**config.mk**
```make
export PLATFORM = sky130hd
export DESIGN_NAME = serial_subtractor_flat
export DESIGN_NICKNAME = d
export VERILOG_FILES = /design/src/rtl/serial_subtractor_pkg.sv /design/src/rtl/serial_subtractor_if.sv /design/src/rtl/serial_subtractor_full_subtractor.sv /design/src/rtl/serial_subtractor.sv /design/src/flat_wrapper.sv
export SDC_FILE = /design/constraint.sdc
export NUM_CORES = 1
export LEC_CHECK = 0
export CORE_MARGIN = 5
export CORE_UTILIZATION = 55
export DETAILED_ROUTE_END_ITERATION = 6
export PLACE_DENSITY = 0.85
export SLEW_MARGIN = 0
export SYNTH_ARGS = -nofsm -noshare
export SYNTH_HDL_FRONTEND = slang
export SYNTH_SLANG_ARGS = --single-unit
```
**constraint.sdc**
```tcl
create_clock -name clk -period 3.2 [get_ports clk]
set_input_delay 0.64 -clock clk [delete_from_list [all_inputs] [get_ports clk]]
set_output_delay 0.64 -clock clk [all_outputs]
set_load 0.005 [all_outputs]
```
**src/rtl/serial_subtractor_pkg.sv**
```systemverilog
// Shared definitions for the bit-serial subtractor: FSM state encodings and
// the legal operand-width range.
package serial_subtractor_pkg;

  typedef enum logic [1:0] {
    S_IDLE = 2'd0,
    S_RUN  = 2'd1,
    S_DONE = 2'd2
  } state_t;

  localparam int WIDTH_MIN = 2;
  localparam int WIDTH_MAX = 32;

  function automatic bit width_legal(input int w);
    return (w >= WIDTH_MIN) && (w <= WIDTH_MAX);
  endfunction

endpackage

```
**src/rtl/serial_subtractor_if.sv**
```systemverilog
// Operation interface of the serial subtractor: start/ready/done handshake,
// operands in, registered result out.
interface serial_subtractor_if #(
  parameter int WIDTH = 8
);
  logic             start;
  logic [WIDTH-1:0] a;
  logic [WIDTH-1:0] b;
  logic             ready;
  logic             done;
  logic [WIDTH-1:0] diff;
  logic             borrow;

  modport master (output start, a, b, input ready, done, diff, borrow);
  modport slave  (input start, a, b, output ready, done, diff, borrow);
endinterface

```
**src/rtl/serial_subtractor_full_subtractor.sv**
```systemverilog
// One-bit full subtractor: diff = a - b - bin, bout set when the step needs
// to borrow from the next bit.
module full_subtractor (
  input  logic a,
  input  logic b,
  input  logic bin,
  output logic diff,
  output logic bout
);
  assign diff = a ^ b ^ bin;
  assign bout = (~a & b) | (~(a ^ b) & bin);
endmodule

```
**src/rtl/serial_subtractor.sv**
```systemverilog
// Bit-serial WIDTH-bit subtractor: one bit per clock, LSB first, with a
// single borrow flop. Result and borrow-out are registered on entry to DONE.
module serial_subtractor
  import serial_subtractor_pkg::*;
#(
  parameter int WIDTH = 8
) (
  input logic clk,
  input logic rst,
  serial_subtractor_if.slave bus
);

  localparam int CNT_W = (WIDTH > 2) ? $clog2(WIDTH) : 1;
  localparam logic [CNT_W-1:0] CNT_LAST = CNT_W'(WIDTH - 1);

  state_t           state_reg, state_next;
  logic [WIDTH-1:0] a_sr_reg, b_sr_reg, res_sr_reg, diff_reg;
  logic [CNT_W-1:0] cnt_reg;
  logic             borrow_ff_reg, borrow_reg;
  logic             bit_diff, bit_bout, last_bit;

  full_subtractor u_full_subtractor (
    .a    (a_sr_reg[0]),
    .b    (b_sr_reg[0]),
    .bin  (borrow_ff_reg),
    .diff (bit_diff),
    .bout (bit_bout)
  );

  assign last_bit   = (cnt_reg == CNT_LAST);
  assign bus.diff   = diff_reg;
  assign bus.borrow = borrow_reg;

  always_comb begin
    state_next = state_reg;
    bus.ready  = 1'b0;
    bus.done   = 1'b0;
    case (state_reg)
      S_IDLE: begin
        bus.ready = 1'b1;
        if (bus.start) state_next = S_RUN;
      end
      S_RUN: begin
        if (last_bit) state_next = S_DONE;
      end
      S_DONE: begin
        bus.done   = 1'b1;
        state_next = S_IDLE;
      end
      default: state_next = S_IDLE;
    endcase
  end

  always_ff @(posedge clk) begin
    if (rst) begin
      state_reg     <= S_IDLE;
      a_sr_reg      <= '0;
      b_sr_reg      <= '0;
      res_sr_reg    <= '0;
      diff_reg      <= '0;
      cnt_reg       <= '0;
      borrow_ff_reg <= 1'b0;
      borrow_reg    <= 1'b0;
    end else begin
      state_reg <= state_next;
      case (state_reg)
        S_IDLE: begin
          if (bus.start) begin
            a_sr_reg      <= bus.a;
            b_sr_reg      <= bus.b;
            res_sr_reg    <= '0;
            cnt_reg       <= '0;
            borrow_ff_reg <= 1'b0;
          end
        end
        S_RUN: begin
          res_sr_reg    <= {bit_diff, res_sr_reg[WIDTH-1:1]};
          a_sr_reg      <= {1'b0, a_sr_reg[WIDTH-1:1]};
          b_sr_reg      <= {1'b0, b_sr_reg[WIDTH-1:1]};
          borrow_ff_reg <= bit_bout;
          cnt_reg       <= cnt_reg + 1'b1;
          // The MSB step publishes the result including the bit computed now.
          if (last_bit) begin
            diff_reg   <= {bit_diff, res_sr_reg[WIDTH-1:1]};
            borrow_reg <= bit_bout;
          end
        end
        default: ;
      endcase
    end
  end

endmodule

```
**src/flat_wrapper.sv**
```systemverilog
// flat-port wrapper written by rule: the top's interface ports become plain ports
module serial_subtractor_flat import serial_subtractor_pkg::*;
#(
  parameter int WIDTH = 8
)
  (clk, rst, bus_start, bus_a, bus_b, bus_ready, bus_done, bus_diff, bus_borrow);
  serial_subtractor_if #(.WIDTH(WIDTH)) bus_i ();
  input logic clk;
  input logic rst;
  input wire logic [$bits(bus_i.start)-1:0] bus_start;
  input wire logic [$bits(bus_i.a)-1:0] bus_a;
  input wire logic [$bits(bus_i.b)-1:0] bus_b;
  output wire logic [$bits(bus_i.ready)-1:0] bus_ready;
  output wire logic [$bits(bus_i.done)-1:0] bus_done;
  output wire logic [$bits(bus_i.diff)-1:0] bus_diff;
  output wire logic [$bits(bus_i.borrow)-1:0] bus_borrow;
  assign bus_i.start = bus_start;
  assign bus_i.a = bus_a;
  assign bus_i.b = bus_b;
  assign bus_ready = bus_i.ready;
  assign bus_done = bus_i.done;
  assign bus_diff = bus_i.diff;
  assign bus_borrow = bus_i.borrow;
  serial_subtractor #(.WIDTH(WIDTH)) u_core (.clk(clk), .rst(rst), .bus(bus_i));
endmodule
```
# Word level (Yosys, flattened, before mapping)
# Index checks and enable logic that the tools add are counted.
[totals]
regBits = 39
output_inout_bits = 11
inputBits = 19
[classes]
n_addsub = 1
n_eq_ne = 5
bitwise_logic = 7
reduce_logical = 5
muxes = 15
[ops]
columns = ["cell", "count"]
rows = [
  ["$pmux 8 s2", 3],
  ["$mux 8", 3],
  ["$pmux 3 s2", 1],
  ["$reduce_and 2->1", 3],
  ["$mux 2", 2],
  ["$pmux 2 s2", 1],
  ["$add 3x1->3 const B", 1],
  ["$eq 3x3->1 const B", 1],
  ["$mux 1", 3],
  ["$mux 3", 1],
  ["$and 1x1->1", 2],
  ["$eq 2x1->1 const B", 1],
  ["$eq 2x2->1 const B", 1],
  ["$logic_not 2->1", 1],
  ["$ne 2x1->1 const B", 1],
  ["$ne 2x2->1 const B", 1],
  ["$not 1->1", 2],
  ["$pmux 1 s2", 1],
  ["$reduce_bool 2->1", 1],
  ["$xor 1x1->1", 2],
  ["$or 1x1->1", 1],
]

# Longest topological paths before layout
[logic_depth]
depth_word = 5
mapped_depth = 6

# Modules after synthesis
# From an unflattened synthesis, not the netlist that was laid out.
[unflattened]
hier_cells = 164
area_unflattened_um2 = 1530.2
[modules_own_cells]
columns = ["module", "cells_per_inst", "instances", "area_per_inst_um2"]
rows = [
  ["serial_subtractor", 160, 1, 1498.9],
  ["full_subtractor", 4, 1, 31.3],
]

# Worst setup path before layout
# No wires, ideal clock.
[synth_timing]
path_kind = "register -> register"
start = "register u_core.cnt_reg[0]"
end = "register u_core.borrow_reg, in the netlist u_core.bus.borrow"
period_less_slack_ns = 1.361
required_ns = 3.072
path_stages_with_launch = 7
setup_slack_ns = 1.839
setup_time_ns = 0.128
t_arrival_ns = 1.233
path_cell_list = "dfxtp_1 > ha_1 > ha_1 > buf_2 > nand3b_2 > mux2i_1 > nor2_1"
[synth_via]
elab_chain_len = 2
[synth_lines]
columns = ["item", "line", "text"]
rows = [
  ["from (decl)", "serial_subtractor.sv:18", "logic [CNT_W-1:0] cnt_reg;"],
  ["from (signal assigned)", "serial_subtractor.sv:81", "cnt_reg <= cnt_reg + 1'b1;"],
  ["$eq 3x3->1", "serial_subtractor.sv:30", "assign last_bit = (cnt_reg == CNT_LAST);"],
  ["$reduce_and 2->1 (no source line)", "--", ""],
  ["to (signal assigned)", "serial_subtractor.sv:85", "borrow_reg <= bit_bout;"],
  ["to (decl)", "serial_subtractor.sv:19", "logic borrow_ff_reg, borrow_reg;"],
]
# No other way between the ends.
# A chain may end at the register's enable or synchronous reset.

# Worst setup path in the final report
[layout_timing]
start = "register u_core.state_reg[1]"
end = "output bus_done"
[layout_via]
elab_chain_len = 2
[layout_lines]
columns = ["item", "line", "text"]
rows = [
  ["from (decl)", "serial_subtractor.sv:16", "state_t state_reg, state_next;"],
  ["from (signal assigned)", "serial_subtractor.sv:65", "state_reg <= state_next;"],
  ["$eq 2x2->1", "serial_subtractor.sv:38", "case (state_reg)"],
  ["$mux 1", "serial_subtractor.sv:38", ""],
  ["to (decl)", "flat_wrapper.sv:14", "output wire logic [$bits(bus_i.done)-1:0] bus_done;"],
]
# No other way between the ends.

==> metrics.md <==
| Metric | Value |
|---|---|
| Status | `completed` |
| Mapped Cells | `163` |
| DIE WIDTH | `64.1 µm` |
| H-tree levels | `2` |
| FP Rows | `19` |
| Synth Area in Adders | `0.0280` |
| R2R Path End | `u_core.a_sr_reg[0]` |
| RSZ-0062 raised after global routing | `false` |
| R2R cell count | `3` |
| Final period util | `0.698` |
| Clock Latency Late Sink | `340 ps` |
| CP Class | `reg -> out` |
| CTS tree | `yes` |
| Hold crit path type | `reg -> reg` |
| Post-synth top flop | `dfxtp_1` |
| Fillers | `220` |
| Clock sink count | `38` |
| Seq/Total Area, Yosys | `0.473` |
| Worst path slowest cell | `clkdlybuf4s50_1` |
| Hold Path End | `u_core.bus.diff[0]` |
| Gr ovfl total | `0` |
| Ports | `30` |
| CTS buffer count | `5` |
| Fraction of synthesized cell area in xor and xnor cells | `0` |
| Die H | `64.1 µm` |
| First-pass GRT wire length | `5660 µm` |
| Top cells by area, synth | `dfxtp_1, o221a_1, a21oi_2, a22oi_1, inv_1` |
| Worst Skew | `9.59 ps` |
| Compound-gate portion of the synthesized area | `0.262` |
| Slew at the pin with the worst max-slew slack | `861 ps` |
| CP arrival | `1590 ps` |
| Critical Path End Type | `output port` |
| Slew headroom | `0.425` |
| Post-synth top cells | `dfxtp_1, inv_1, nor2_1, a21oi_1, a21oi_2` |
| Main combinational cell family by area after synthesis | `compound AO/OA/AOI/OAI gates` |
| CP max FO | `7` |
| Via/cell ratio | `5.69` |
| Worst EP required | `2560 ps` |
| Post-synthesis cell type count | `27` |
| Slew Viols, Final | `0` |
| Router iterations before antenna repair | `4` |
| GRT Util Overall | `0.172` |
| Critical path buffers and inverters | `1` |
| Final min period | `2230 ps` |
| # Max-Cap Violations | `0` |
| R2R setup slack | `1480 ps` |
| WL/cell | `14.6 µm` |
| Mapped cell area | `0.00161 mm²` |
| Root Buffer | `clkbuf_4` |
| Resize count post-CTS | `0` |
| Peak VDD IR | `0.676 mV` |
| Via count | `1246` |
| DRT Wirelength | `3210 µm` |
| Post-synth EDFFs | `0` |
| Final Util | `0.687` |
| CTS max path bufs | `2` |
| Clk slew on worst S/H paths | `110 ps` |
| Final setup violation count | `0` |
| Synth Area in Simple Gates | `0.115` |
| Mux contribution to synthesized area | `0.0125` |
| Avg Inst Size Synth | `9.86 µm²` |
| # Post-CTS Setup Buffers | `0` |
| Die area | `0.00410 mm²` |
| Yosys warns | `0` |
| HPWL Detailed | `2250 µm` |
| ANT cells | `0` |
| DRC | `0` |
| Crit path max-delay family | `buffers and inverters` |
| DR iter-0 viols | `51` |
| Post-synth top area cell | `dfxtp_1` |
| Largest net degree at the start of global routing | `34` |
| Hold_sp | `u_core.bus.diff[0]` |
| Most frequent cell after synthesis | `dfxtp_1` |
| Pleak | `0.696 nW` |
| Total core area | `0.00278 mm²` |
| Port Buffers | `29` |
| Hold buffers post-CTS | `0` |
| Antenna Nets Post-Route | `0` |
| Post-synth ARST share | `0` |
| Crit-path cells | `nor2b_1, clkdlybuf4s50_1` |
| Fin nets | `209` |
| Layout cells sized above 1 | `0.149` |
| Gpl congestion | `0.748` |
| F_max | `0.448 GHz` |
| P&R area growth vs syn | `18.9%` |
| Vias in the first global route | `1238` |
| Setup crit start kind | `flop` |
| Antenna violations before repair | `0` |
| Initial Util | `0.578` |
| Final hold vios | `0` |
| Reg-to-Reg Start | `u_core.state_reg[0]` |
| Cell Pwr Density | `489 mW/mm²` |
| Delay of the slowest critical-path stage | `520 ps` |
| Synth top area share | `0.473` |
| Setup tns final | `0 ps` |
| Syn_nets | `185` |
| Number of synthesized register bits | `38` |
| Hold depth | `2` |
[metrics by stage]
stage          area [µm²]  power (mW)  cells  hold slack (ps)  setup slack, ps
3_3_place_gp         1840       0.622    211              445              984
5_1_grt              1910       0.977    219              501              888
4_1_cts              1910       0.941    219              465              951
3_5_place_dp         1840       0.629    211              450              866
6_report             1910       0.935    219              461              968
2_1_floorplan        1610       0.600    163              443             1840
[final cells by class]
class                           count  area, µm²  share of cell area
Clock inverter                      1       30.0              0.0157
Timing Repair Buffer               30        298               0.156
Clock buffer                        7       45.0              0.0236
Multi-Input combinational cell     94        672               0.351
Sequential cell                    38        761               0.398
Tap cell                           31       38.8              0.0203
Inverter                           18       67.6              0.0353
[placed cells by master, fill, tap and decap left out, drive strengths merged]
cell type and n:
nand3b 1, a22oi 10, nand3 8, a32oi 2, fa 1, mux2i 2, nand2 9, ha 2
bufinv 1, o221a 14, a21oi 22, nor2 18, inv 18, nor3 1, a211oi 1, o21bai 1
dfxtp 38, nor2b 2, clkdlybuf4s50 29, buf 1, clkbuf 7
[per-layer routing]
| layer | track usage | share of wire |
|---|---|---|
| met1 | 0.211 | 0.44 |
| met2 | 0.280 | 0.48 |
| met3 | 0.0560 | 0.063 |
| met4 | 0.0649 | 0.019 |
| met5 | 0 | 0 |
[logic make-up (layout without fill, tap and decap cells)]
kind of cell / after synthesis / in the layout
AOI/OAI and AO/OA: 50 / 50
adders and majority gates: 3 / 3
DFF: 38 / 38
buffers and inverters: 31 / 56
muxes: 2 / 2
and+or+nand+nor: 39 / 39
[tightest hold or removal path, delay by kind of cell, from the launching register on]
kind               cells  cell delay (ps)
AOI/OAI and AO/OA      1               50
DFF                    1              320
and+or+nand+nor        1               50
[where the power goes]
group          internal, mW  total [mW]  leakage, nW  switching (mW)
logic                0.0545       0.110        0.346          0.0551
registers             0.494       0.509        0.311          0.0142
clock network         0.166       0.317       0.0395           0.151
total                 0.715       0.935        0.696           0.221
[worst max path at each step]
stage | cells past startpoint | startpoint | to | slack [ps]
after floorplan | 6 | u_core.cnt_reg[0] | u_core.bus.borrow | 1840
after global placement | 3 | rst | u_core.state_reg[0] | 980
after detailed placement | 4 | bus_start | u_core.cnt_reg[1] | 870
after CTS | 2 | u_core.state_reg[1] | bus_done | 950
after global routing | 2 | u_core.state_reg[1] | bus_done | 890
final | 2 | u_core.state_reg[1] | bus_done | 970
No activity file was read; power rests on OpenSTA's default activity.
